===== config.mk =====
export PLATFORM = sky130hd
export DESIGN_NAME = dmem_boot_sequencer
export DESIGN_NICKNAME = d
export VERILOG_FILES = /design/src/rtl/dmem_boot_sequencer.sv
export SDC_FILE = /design/constraint.sdc
export NUM_CORES = 1
export LEC_CHECK = 0
export BUFFER_PORTS_ARGS = -buffer_cell sky130_fd_sc_hd__buf_2
export CAP_MARGIN = 5
export CORE_AREA = 4 4 85 87
export CTS_CLUSTER_SIZE = 25
export DETAILED_ROUTE_END_ITERATION = 16
export DIE_AREA = 0 0 89 91
export PLACE_DENSITY_LB_ADDON = 0.25
export SLEW_MARGIN = 5
export SYNTH_ARGS = -nofsm -noshare
export SYNTH_HDL_FRONTEND = slang
export SYNTH_SLANG_ARGS = --single-unit

===== constraint.sdc =====
create_clock -name clk -period 6.15 [get_ports clk]
set_input_delay 0.3075 -clock clk [delete_from_list [all_inputs] [get_ports clk]]
set_output_delay 0.3075 -clock clk [all_outputs]
set_load 0.01 [all_outputs]

===== src/rtl/dmem_boot_sequencer.sv =====
// Data-memory write-port owner and CPU boot sequencer: host preload, pipeline flush, then RUN.
// Optional load checksum output is enabled by defining DMEM_LOAD_CKSUM_EN.
module dmem_boot_sequencer #(
  parameter int RELEASE_CYCLES = 5,
  parameter int MEM_BYTES      = 1024
) (
  input  logic        clk,
  input  logic        reset,
  input  logic        ld_valid,
  output logic        ld_ready,
  input  logic [31:0] ld_addr,
  input  logic [31:0] ld_data,
  input  logic        ld_last,
  input  logic        ld_req,
  input  logic        cpu_we,
  input  logic [31:0] cpu_addr,
  input  logic [31:0] cpu_wdata,
  input  logic [2:0]  cpu_funct3,
  output logic        cpu_rst,
  output logic        mem_we,
  output logic [31:0] mem_addr,
  output logic [31:0] mem_wdata,
  output logic [2:0]  mem_store,
  output logic        busy,
  output logic        load_err,
  output logic [15:0] word_cnt
`ifdef DMEM_LOAD_CKSUM_EN
  ,
  output logic [31:0] ld_cksum
`endif
);

  typedef enum logic [1:0] {IDLE, LOAD, FLUSH, RUN} state_t;

  localparam logic [32:0] MEM_LIMIT    = 33'(MEM_BYTES);
  localparam logic [7:0]  RELEASE_LOAD = 8'(RELEASE_CYCLES);
  localparam logic [2:0]  STORE_WORD   = 3'b010;

  state_t     state, state_next;
  logic [7:0] flush_cnt;
  logic       load_start;
  logic       accept;
  logic       good_word;

  assign accept    = ld_ready && ld_valid;
  assign good_word = (ld_addr[1:0] == 2'b00) && ({1'b0, ld_addr} < MEM_LIMIT);
  assign cpu_rst   = (state != RUN);
  assign busy      = (state != RUN);

  // NOTE: every output of this block gets a default first, so no path through
  // the case statement can leave a signal unassigned and infer a latch.
  always_comb begin
    state_next = state;
    load_start = 1'b0;
    ld_ready   = 1'b0;
    mem_we     = 1'b0;
    mem_addr   = '0;
    mem_wdata  = '0;
    mem_store  = STORE_WORD;
    unique case (state)
      IDLE: begin
        if (ld_req) begin
          state_next = LOAD;
          load_start = 1'b1;
        end
      end
      LOAD: begin
        ld_ready = 1'b1;
        if (ld_valid) begin
          if (good_word) begin
            mem_we    = 1'b1;
            mem_addr  = ld_addr;
            mem_wdata = ld_data;
          end
          if (ld_last) state_next = FLUSH;
        end
      end
      FLUSH: begin
        // <= 1 rather than == 1 so a zero count can never park the FSM here
        if (flush_cnt <= 8'd1) state_next = RUN;
      end
      RUN: begin
        mem_we    = cpu_we;
        mem_addr  = cpu_addr;
        mem_wdata = cpu_wdata;
        mem_store = cpu_funct3;
        if (ld_req) begin
          state_next = LOAD;
          load_start = 1'b1;
        end
      end
      default: state_next = IDLE;
    endcase
  end

  // NOTE: sequential state uses non-blocking assignments so every register
  // samples pre-edge values regardless of statement order.
  always_ff @(posedge clk or negedge reset) begin
    if (!reset) begin
      state     <= IDLE;
      word_cnt  <= '0;
      load_err  <= 1'b0;
      flush_cnt <= '0;
    end else begin
      state <= state_next;
      if (load_start) begin
        word_cnt <= '0;
        load_err <= 1'b0;
      end else if (accept) begin
        if (!good_word)                word_cnt <= word_cnt;
        else if (word_cnt != 16'hFFFF) word_cnt <= word_cnt + 16'd1;
        if (!good_word) load_err <= 1'b1;
      end
      if (accept && ld_last)                     flush_cnt <= RELEASE_LOAD;
      else if (state == FLUSH && flush_cnt != 0) flush_cnt <= flush_cnt - 8'd1;
    end
  end

`ifdef DMEM_LOAD_CKSUM_EN
  always_ff @(posedge clk or negedge reset) begin
    if (!reset)                      ld_cksum <= '0;
    else if (load_start)             ld_cksum <= '0;
    else if (accept && good_word)    ld_cksum <= ld_cksum + ld_data;
  end
`endif

endmodule


# == After elaboration in Yosys (flattened, before gate mapping) ==
# Cells that the tools add are included.
# totals
input_bits,137
reg_bits,27
output_inout_bits,88
# classes
order_cmp,2
mux,27
n_addsub,2
reduce_logical,15
n_eq_ne,10
# op_table
op,count
32-bit 2-to-1 mux,4
32-bit case mux with 2 select lines,2
16-bit 2-to-1 mux,4
32-bit by 11-bit less-than comparator with 1-bit output (second input constant),1
16-bit by 1-bit adder with 16-bit output (second input constant),1
8-bit 2-to-1 mux,2
16-bit inequality test (second input constant),1
2-bit inequality test (second input constant),5
8-bit by 1-bit less-or-equal comparator with 1-bit output (second input constant),1
1-bit 2-to-1 mux,8
2-bit 2-to-1 mux,4
2-bit nonzero test,4
8-bit nonzero test,1
8-bit by 1-bit subtractor with 8-bit output (second input constant),1
2-bit case mux with 3 select lines,1
2-bit equality test (second input constant),2
1-bit logical AND,4
2-bit zero test,2
4-bit AND reduction,1
3-bit 2-to-1 mux,1
3-bit AND reduction,1
2-bit by 1-bit equality test with 1-bit output (second input constant),1
2-bit by 1-bit inequality test with 1-bit output (second input constant),1
1-bit case mux with 2 select lines,1
other kinds (2),2

# == Logic depth before layout (Yosys ltp) ==
# logic_depth
word_depth,5
depth_mapped,7
mapped_depth_nobuf,7

# == Least setup slack after synthesis ==
# No wires, ideal clock.
# synth_timing
path_kind,register to register
start,reg state[1]
end,reg word_cnt[10]
period_less_slack_ns,2.107
setup_slack_ns,4.043
setup_ns,0.078
path_stages_with_launch,8
arrival_time_ns,2.028
path_buffers,1
cell_sequence,dfrtp_1 > inv_1 > ha_1 > nand4_1 > or3_1 > buf_2 > or4_1 > a21oi_1
# synth_between
elab_chain_len,5
elab_cells_between_ends,12
# synth_rtl
item,line,rtl
from (decl),39,"state_t state, state_next;"
from (signal assigned),105,state <= state_next;
2-bit by 1-bit equality test with 1-bit output,60,unique case (state)
1-bit 2-to-1 mux,60,
via ld_ready,10,"output logic ld_ready,"
1-bit logical AND,45,assign accept = ld_ready && ld_valid;
2-bit nonzero test (no line),--,
3-bit AND reduction (no line),--,
to (signal assigned),110,if (!good_word) word_cnt <= word_cnt;
to (signal assigned),111,else if (word_cnt != 16'hFFFF) word_cnt <= word_cnt + 16'd1;
to (decl),26,output logic [15:0] word_cnt
# The timed path passes the listed nets, and every way through them passes these cells.
# A chain may end at the register's enable or synchronous reset.

# == Final worst setup path ==
# layout_timing
start,reg state[1]
end,out mem_wdata[14]
# layout_between
elab_chain_len,2
elab_cells_between_ends,3
# layout_rtl
item,line,rtl
2-bit equality test or 2-bit by 1-bit equality test with 1-bit output (tied branches),60,
32-bit case mux with 2 select lines *,60,
to (decl),22,"output logic [31:0] mem_wdata,"
# Every way passes the cells marked *; elsewhere a longest branch is shown, timed or not.

==> results.toml <==
[outcome]
status = "complete, no violations"

[routing]
wl_per_cell_um = 17.77
dr.pass1.iters = 4
num_vias = 2762
viasPerCell = 5.096
drtIter0Drc = 121
wirelength_mm = 9.630
post-route-drc-count = 0
antenna_left = 0

[synth]
yosysSeqAreaShare_pct = 30.93
syn-num-nets = 398
synth_edf_count = 0
synth_most_common_cell = "a22o_1"
yosys-top-cells-area = "dfrtp_1 (31%), a22o_1 (16%), and2_1 (7.7%)"
ys.flop_type = "dfrtp_1"
synth_commonest_cells = "a22o_1 (41), and2_1 (27), dfrtp_1 (27)"
ys.warnings.count = 0
post_synth.cell_area_avg_um2 = 8.635
yosysTopAreaCell = "dfrtp_1"
synth.distinct_cells = 37
synthCells = 253
synth_area_um2 = 2185
yosys.area.top_type_share_pct = 30.93
synth_seq_cells = 27
async_flop_share_pct = 100.0

[place]
hpwlAfterDp_mm = 7.985
pre_cts_ws_ps = 3772
io_buffers = 224
postPlaceCellArea_um2 = 3348
place_congestion = 0.8518

[clock_network]
clk_latency_ps = 280
cts_sinks = 27
cts_htree_levels = 1
clk_pin_slew_worst_paths_ps = 100
cts-hold-fix-buffers = 0
cts_resized = 0
cts_root_buf = "clkbuf_8"
tritoncts = "done"
numCtsBuffers = 3
post-cts-setup-buffers = 0
clockBufferDepth = 2

[global_routing]
grt_overflow = 0
grt_antenna_before_repair = 0
grt_pass1_vias = 2568
grt_first_pass_wirelength_mm = 13.59
grtUsageTotal_pct = 21.34
grt_max_degree = 70

[timing]
hold_viol = 0
setup_viol = 0
period_needed_ps = 2476
skew_ps = 10.49
tightest_slew_ps = 1087
tns_ps = 0
maxClockFrequency_ghz = 0.4038
drv_slew = 0
rsz0062_at_grt = "no"
fin_ws_ps = 3674
slew_headroom_pct = 27.56
fin_crit_sh_pct = 40.26

[setup_path]
path_class = "flop to output port"
start_kind = "flop"
required_ps = 5840
endpoint = "mem_wdata[14]"
end_kind = "output port"
timing.rr.end = "word_cnt[8]"
reg2reg_depth = 5
startpoint = "state[1]"
rr_startpoint = "word_cnt[6]"
rrSetupSlack_ps = 3840
crit_path_max_fanout = 43
critPathArrivalTime_ps = 2170

[power_and_ir_drop]
p_sw_mw = 0.4755
peakVddDrop_mv = 0.2927
internal-power_mw = 0.5526
pwr-share-clk_pct = 10.0
combPwrFrac_pct = 67.1
seqPwrFrac_pct = 22.9
swShare_pct = 46.25
power.leakage_nw = 1.947
p_per_area_nw_per_um2 = 303.0

[final_layout]
layout.nets = 611
drive_above_1_share_pct = 51.40
n_antenna_cell = 0
area_growth_syn_to_layout_pct = 55.33
final_cell_area_um2 = 3393

[floorplan]
die_h_um = 91
coreArea_um2 = 6350
io_pins = 225
dieWidth_um = 89
die_area_um2 = 8099
rows = 29
start_util_pct = 34.40

[job]
drv_cap = 0

[hold_path]
hold_class = "primary input to async pin"
-- power groups by stage --
| stage | Clock, mW | Combinational (mW) | Sequential (mW) |
|---|---|---|---|
| after floorplan | 0 | 0.422 | 0.235 |
| after CTS | 0.105 | 0.697 | 0.236 |
| after detailed placement | 0 | 0.694 | 0.239 |
| after global routing | 0.113 | 0.756 | 0.243 |
| final | 0.103 | 0.690 | 0.236 |
| after global placement | 0 | 0.689 | 0.238 |
-- sequential cells by signal, summed over array words and instances, names as in the netlist --
name,count
word_cnt,16
flush_cnt,8
load_err,1
state,2
-- placed cells by master (no fill, tap or decap), types with 7 or more instances in the layout --
| master | count |
|---|---|
| buf_2 | 224 |
| ha_1 | 7 |
| nor2_1 | 20 |
| and3_1 | 7 |
| inv_1 | 8 |
| a22o_1 | 41 |
| dfrtp_1 | 27 |
| and2_1 | 27 |
| nand4_1 | 9 |
| a21oi_1 | 9 |
| nor4_2 | 7 |
| nand2_1 | 16 |
-- layout make-up --
class,count,area (um2)
Inverter,8,30.03
Tap cell,77,96.34
Fill cell,600,2957
Timing Repair Buffer,225,1129
Multi-Input combinational cell,201,1418
Sequential cell,27,675.6
Clock buffer,4,45.04
-- logic make-up after synthesis --
| logic type | share of synthesized area [%] |
|---|---|
| buffers and inverters | 4.524 |
| AND/OR/NAND/NOR | 29.84 |
| XOR/XNOR | 3.608 |
| adder cells (fa/ha/maj) | 4.582 |
| AO/OA/AOI/OAI | 24.23 |
| flip-flops | 30.93 |
| multiplexers | 2.291 |
-- layer usage --
| layer | GRT usage (%) | part of all wire [%] |
|---|---|---|
| met1 | 23.95 | 35 |
| met2 | 39.79 | 53 |
| met3 | 6.968 | 11 |
| met4 | 2.357 | 0.97 |
| met5 | 0 | 0 |
-- critical path: stages, from the launching register on --
cell	delay, ps
dfrtp_1	420
inv_1	90
ha_1	260
nand2_1	120
nor3_2	150
buf_4	400
a22o_1	280
buf_2	160
-- worst min-delay path by stage --
| stage | startpoint | cells past startpoint | slack [ps] | to |
|---|---|---|---|---|
| global placement | reset | 1 | 360 | flush_cnt[3] |
| detailed placement | reset | 1 | 360 | flush_cnt[5] |
| global route | reset | 1 | 80 | word_cnt[9] |
| CTS | reset | 1 | 60 | word_cnt[9] |
| floorplan | reset | 0 | 10 | flush_cnt[0] |
| finish | reset | 1 | 50 | word_cnt[9] |
-- metrics by stage --
stage                     utilization, %  instances  total power [mW]  hold WS, ps
after detailed placement           52.73        538            0.9329        362.7
after global placement             52.73        538            0.9269        358.3
after floorplan                        -        253            0.6570        11.91
after global routing               53.44        542             1.112        79.34
after CTS                          53.44        542             1.038        58.77
final                              53.44        542             1.028        46.04
No activity file was read; power rests on OpenSTA's default activity.
